### src/rtl/bcd_to_bin_seq.sv
// bcd_to_bin_seq: packed-BCD to binary, one bit per clock.
// Reverse double-dabble with start/busy/done handshake.
module bcd_to_bin_seq #(
  parameter int DIGITS = 4,
  parameter int BIN_W  = 14
) (
  input  logic                  clk,
  input  logic                  rstn,
  input  logic                  start,
  input  logic [4*DIGITS-1:0]   bcd_in,
  output logic                  busy,
  output logic                  done,
  output logic                  err,
  output logic [BIN_W-1:0]      bin_out
);

  localparam int BW = 4 * DIGITS;
  localparam int CW = $clog2(BIN_W + 1);

  typedef enum logic [1:0] {
    IDLE,
    SHIFT,
    DONE
  } state_t;

  state_t state, state_nx;

  logic [BW-1:0]    bcd_r;
  logic [BW-1:0]    bcd_sh;
  logic [BW-1:0]    bcd_fx;
  logic [BIN_W-1:0] bin_r;
  logic [BIN_W-1:0] bin_sh;
  logic [CW-1:0]    cnt;
  logic             accept;
  logic             bad;
  logic             last;

  assign accept = start && (state != SHIFT);
  assign last   = (cnt == CW'(BIN_W - 1));
  assign busy   = (state == SHIFT);
  assign done   = (state == DONE);

  // flag any nibble of the incoming word above 9
  always_comb begin
    bad = 1'b0;
    for (int i = 0; i < DIGITS; i++) begin
      if (bcd_in[4*i +: 4] > 4'd9) bad = 1'b1;
    end
  end

  // one shift step: move right, then pull 3 from digits >= 8
  always_comb begin
    bcd_sh = {1'b0, bcd_r[BW-1:1]};
    bin_sh = {bcd_r[0], bin_r[BIN_W-1:1]};
    bcd_fx = bcd_sh;
    for (int i = 0; i < DIGITS; i++) begin
      if (bcd_sh[4*i +: 4] >= 4'd8) begin
        bcd_fx[4*i +: 4] = bcd_sh[4*i +: 4] - 4'd3;
      end
    end
  end

  // state register
  always_ff @(posedge clk or negedge rstn) begin
    if (!rstn) state <= IDLE;
    else       state <= state_nx;
  end

  // next-state decode
  always_comb begin
    state_nx = state;
    unique case (state)
      IDLE: begin
        if (accept) state_nx = bad ? DONE : SHIFT;
      end
      SHIFT: begin
        if (last) state_nx = DONE;
      end
      DONE: begin
        if (accept) state_nx = bad ? DONE : SHIFT;
        else        state_nx = IDLE;
      end
      default: state_nx = IDLE;
    endcase
  end

  // working registers and result outputs
  always_ff @(posedge clk or negedge rstn) begin
    if (!rstn) begin
      bcd_r   <= '0;
      bin_r   <= '0;
      cnt     <= '0;
      err     <= 1'b0;
      bin_out <= '0;
    end else if (accept) begin
      bcd_r <= bcd_in;
      bin_r <= '0;
      cnt   <= '0;
      err   <= bad;
      if (bad) bin_out <= '0;
    end else if (state == SHIFT) begin
      bcd_r <= bcd_fx;
      bin_r <= bin_sh;
      cnt   <= cnt + 1'b1;
      if (last) bin_out <= bin_sh;
    end
  end

endmodule
### config.mk
export PLATFORM = sky130hd
export DESIGN_NAME = bcd_to_bin_seq
export DESIGN_NICKNAME = d
export VERILOG_FILES = /design/src/rtl/bcd_to_bin_seq.sv
export SDC_FILE = /design/constraint.sdc
export NUM_CORES = 1
export LEC_CHECK = 0
export CORE_ASPECT_RATIO = 1.25
export CORE_MARGIN = 4
export CORE_UTILIZATION = 45
export DETAILED_ROUTE_END_ITERATION = 8
export MAX_ROUTING_LAYER = met4
export PLACE_DENSITY = 0.72
export SLEW_MARGIN = 25
export SYNTH_ARGS = -nofsm -noshare
export SYNTH_HDL_FRONTEND = slang
export SYNTH_SLANG_ARGS = --single-unit
### constraint.sdc
create_clock -name clk -period 2.3 [get_ports clk]
set_input_delay 0.345 -clock clk [delete_from_list [all_inputs] [get_ports clk]]
set_output_delay 0.345 -clock clk [all_outputs]
set_load 0.005 [all_outputs]
# Yosys cells after proc, flatten, opt, wreduce, memory -nomap -nowiden
# Cells that the tools add are included.
[word_totals]
regBits = 51
inputBits = 19
output_inout_bits = 17
word_cells = 52
[op_classes]
addsub = 4
order_cmp = 7
n_eq_ne = 7
muxes = 22
reduce_logical = 6
[op_table]
columns = ["operator", "n"]
rows = [
  ["$mux 14", 6],
  ["$mux 16", 2],
  ["$mux 4", 5],
  ["$gt 4x4->1 const B", 4],
  ["$ge 4x4->1 const B", 3],
  ["$sub 4x2->4 const B", 3],
  ["$mux 2", 4],
  ["$ne 2x1->1 const B", 3],
  ["$pmux 2 s3", 1],
  ["$add 4x1->4 const B", 1],
  ["$eq 4x4->1 const B", 1],
  ["$mux 1", 4],
  ["$reduce_bool 2->1", 2],
  ["$reduce_and 3->1", 1],
  ["$eq 2x1->1 const B", 1],
  ["$eq 2x2->1 const B", 1],
  ["$logic_not 2->1", 1],
  ["$ne 2x2->1 const B", 1],
  ["$reduce_and 2->1", 1],
  ["$logic_and 1x1->1", 1],
]

# Longest topological paths before layout
[logic_depth]
depth_word = 8
ltp_mapped = 7
ltp_nobuf = 5

# Worst setup path after synthesis
# OpenSTA, ideal clock, no wires.
[synth_timing]
kind = "reg2reg"
start = "register cnt[0]"
end = "register state[1]"
t_arrival_ns = 1.252
setup_slack_ns = 0.927
path_stages_with_launch = 6
path_cell_list = "dfrtp_1 ha_1 and3_1 buf_2 buf_4 a32o_1"
[synth_between]
elab_chain_cells = 3
[synth_rtl]
columns = ["item", "line_no", "rtl"]
rows = [
  ["start, declared", "33", "logic [CW-1:0] cnt;"],
  ["start signal, assigned", "104", "cnt <= cnt + 1'b1;"],
  ["$eq 4x4->1", "39", "assign last = (cnt == CW'(BIN_W - 1));"],
  ["$ne 2x1->1 (no source line)", "n/a", ""],
  ["$reduce_and 2->1 (no source line)", "n/a", ""],
  ["end signal, assigned", "66", "else state <= state_nx;"],
  ["end, declared", "26", "state_t state, state_nx;"],
]
# Every way passes these cells.
# A chain may end at the register's enable or synchronous reset.

# Final worst setup path
[layout_timing]
start = "register state[1]"
end = "output port busy"
[layout_between]
elab_chain_cells = 1
[layout_rtl]
columns = ["item", "line_no", "rtl"]
rows = [
  ["$eq 2x1->1", "40", "assign busy = (state == SHIFT);"],
  ["end, declared", "11", "output logic busy,"],
]
# Every way passes these cells.

==> summary.md <==
| Metric | Value |
|---|---|
| Antenna Cells | 0 |
| Ports | 36 |
| Required time of the critical path | 1.96 ns |
| WL final | 4926 µm |
| Layer with the highest usage | met2 |
| RSZ-0062 raised after global routing | false |
| Clk pwr share | 0.302 |
| Post-Syn Instances | 255 |
| Final core occ | 0.5484 |
| Pleak | 1.325 nW |
| Nets@finish | 310 |
| Slowest CP cell | clkdlybuf4s50_1 |
| Die W | 75.31 µm |
| Sequential share of the synthesized area | 0.4909 |
| Total track usage | 0.1629 |
| Reg power frac | 0.505 |
| Number of remaining DRC errors | 0 |
| Final Hold Vio Count | 0 |
| Dpl hpwl | 3217 µm |
| Clk sink count | 50 |
| Cell taking the most area after synthesis | dfrtp_1 |
| Number of global-route vias before repair | 1820 |
| Setup Buffers After CTS | 0 |
| Pwr/cell area | 688.9 nW/µm² |
| Gpl congestion | 0.7705 |
| NetSw | 0.5947 mW |
| Crit path time final | 1.905 ns |
| Max-slew violation count | 0 |
| Critical Path Source Type | flop |
| Top cell type's share of synthesized area | 0.4909 |
| Measured slew at the worst slew-check pin | 0.6204 ns |
| Slowest stage delay, CP | 0.53 ns |
| Headroom to the max-slew limit | 0.5864 |
| Final non-filler cell total | 348 |
| Setup WS post-layout | 0.3953 ns |
| # fillers | 496 |
| FP Rows | 30 |
| Cts-stage hold buffer count | 0 |
| First-pass GRT wire length | 8652 µm |
| Yosys reg bits | 50 |
| Post-DRT Antenna Nets | 0 |
| Max Cap Violations | 0 |
| Mapped cell area | 2549 µm² |
| Synth Warn # | 0 |
| Worst slack at placement | 0.3011 ns |
| Worst EP arrival | 1.56 ns |
| Max Freq | 525.0 MHz |
| Hold Path Class | primary input to asynchronous set/reset pin |
| Most common cell in the netlist | dfrtp_1 |
| P_int | 1.476 mW |
| Area Overhead vs Synth | 17.92% |
| Htree depth | 2 |
| Logic pwr share | 0.193 |
| Worst Setup End Kind | output port |
| CTS resizes | 0 |
| Starting Density | 0.4651 |
| Switching part of the total | 0.2873 |
| Main synth FF type | dfrtp_1 |
| I/O Buffers | 35 |
| Synth cell count leaders | dfrtp_1, nand2_1, o21ai_0 |
| Post-synth ARST share | 1.000 |
| Drt pass-1 iters | 4 |
| Outcome | complete, no violations |
| Die Ht | 92.14 µm |
| Pin count of the biggest net entering global routing | 61 |
| Period utilization | 0.8282 |
| DR WL/cell | 14.16 µm |
| Critical path buffers and inverters | 2 |
| Total grt overflow | 0 |
| Avg Inst Size Synth | 9.995 µm² |
| Met3 Track Usage GR | 0.03070 |
| Critical-path maximum fanout | 12 |
| Initial DRC count | 106 |
| Unique masters post-synth | 35 |
| Crit path max-delay family | buffers and inverters |
| Clock Tree Root | clkbuf_8 |
| Syn nets | 282 |
| Layout cells sized above 1 | 0.08803 |
| Total number of vias | 1931 |
| # setup viols final | 0 |
| Synth top area cells | dfrtp_1, o21ai_0, nand2_1 |
| Clock Path Buffers | 2 |
| Global Route met1 Usage | 0.2272 |
| Final Skew | 0.008279 ns |
| Post-synth EDFFs | 0 |
| Worst setup path category | flop to output port |
| Cell Chain, Critical Path | nand2b_2 -> inv_4 -> clkdlybuf4s50_1 |
| Vias per inst | 5.549 |
| Antenna violations before repair | 0 |
| Die area | 6939 µm² |
| Grt met2 use | 0.2399 |
| Number of instances in the placed design | 340 |
| CTS tree | built |
| Max VDD drop | 377.5 µV |
| Core area | 5480 µm² |
| CTS clk-pin slew, worst paths | 0.10 ns |
| Num CTS Buffers | 5 |
| TNS Setup | 0 ns |
| Worst-Skew Late Latency | 0.30 ns |
-- flip-flops by register name (all words and copies together) (netlist names) --
name,flops
bcd_r,16
bin_r,13
err,1
bin_out,14
state,2
cnt,4
-- worst reg2reg max path, stage by stage (launching register included) --
cell,delay (ns)
dfrtp_1,0.42
inv_1,0.07
ha_1,0.15
nand3_1,0.37
o21ai_0,0.39
a22oi_2,0.08
-- stage by stage --
stage          cell area (µm²)  power (mW)  hold slack (ns)
6_report                  3005       2.070           0.1340
5_1_grt                   3005       2.187           0.1830
3_5_place_dp              2892       1.467           0.4811
2_1_floorplan             2549       1.344          0.04941
4_1_cts                   3005       2.093           0.1544
3_3_place_gp              2892       1.454           0.4685
-- cell families (layout without fill, tap and decap cells) --
family / after synthesis / after routing / share of synthesized area
and+or+nand+nor: 73 / 73 / 0.1306
AOI/OAI and AO/OA: 71 / 71 / 0.1802
DFF: 50 / 50 / 0.4909
buffers and inverters: 30 / 59 / 0.06922
muxes: 17 / 17 / 0.06922
adders and majority gates: 8 / 8 / 0.03928
xor gates and xnor gates: 6 / 6 / 0.02062
-- layout by cell type (no fill, tap or decap), types with 4 or more instances in the layout --
master	Yosys	final
dfrtp_1	50	50
clkdlybuf4s50_1	0	34
nand2_1	43	43
mux2i_1	15	15
clkbuf_8	0	5
inv_1	9	9
nand3_1	18	18
o211a_1	6	6
o21ai_1	4	4
nor2b_1	4	4
a21oi_1	6	6
a22oi_1	12	12
ha_1	8	8
buf_4	4	4
o21ai_0	35	35
-- path summary, 6_finish.rpt --
path                       startpoint    endpoint  slack [ns]  depth (start not counted)
max                          state[1]        busy        0.40                          3
min                              rstn  bin_out[0]        0.13                          2
max reg2reg                    cnt[1]  bin_out[1]        0.72                          5
min reg2reg                 bcd_r[15]   bcd_r[14]        0.49                          2
max in group asynchronous        rstn    bcd_r[2]        1.75                          2
min in group clk            bcd_r[15]   bcd_r[14]        0.49                          2
-- area by class of cell --
type	count	area [µm²]	area share
multi-input combinational	175	1121	0.3730
inverter	11	43.79	0.01457
sequential	50	1251	0.4163
timing repair buffer	40	395.4	0.1316
clock buffer	5	68.82	0.02290
clock inverter	3	45.04	0.01499
tap	64	80.08	0.02664
-- layer usage --
layer  vias up  part of all wire
met5         -                 0
met3         7             0.046
met4         0             0.017
met2        43              0.45
met1       939              0.48
li1        942                 -
-- power by group through the flow --
| stage | sequential, mW | clock [mW] | combinational [mW] |
|---|---|---|---|
| after floorplan | 1.04 | 0 | 0.305 |
| after global placement | 1.06 | 0 | 0.393 |
| after detailed placement | 1.06 | 0 | 0.404 |
| after CTS | 1.05 | 0.640 | 0.406 |
| after global routing | 1.06 | 0.671 | 0.457 |
| final | 1.05 | 0.624 | 0.400 |
Power figures use the tool's default switching activity.
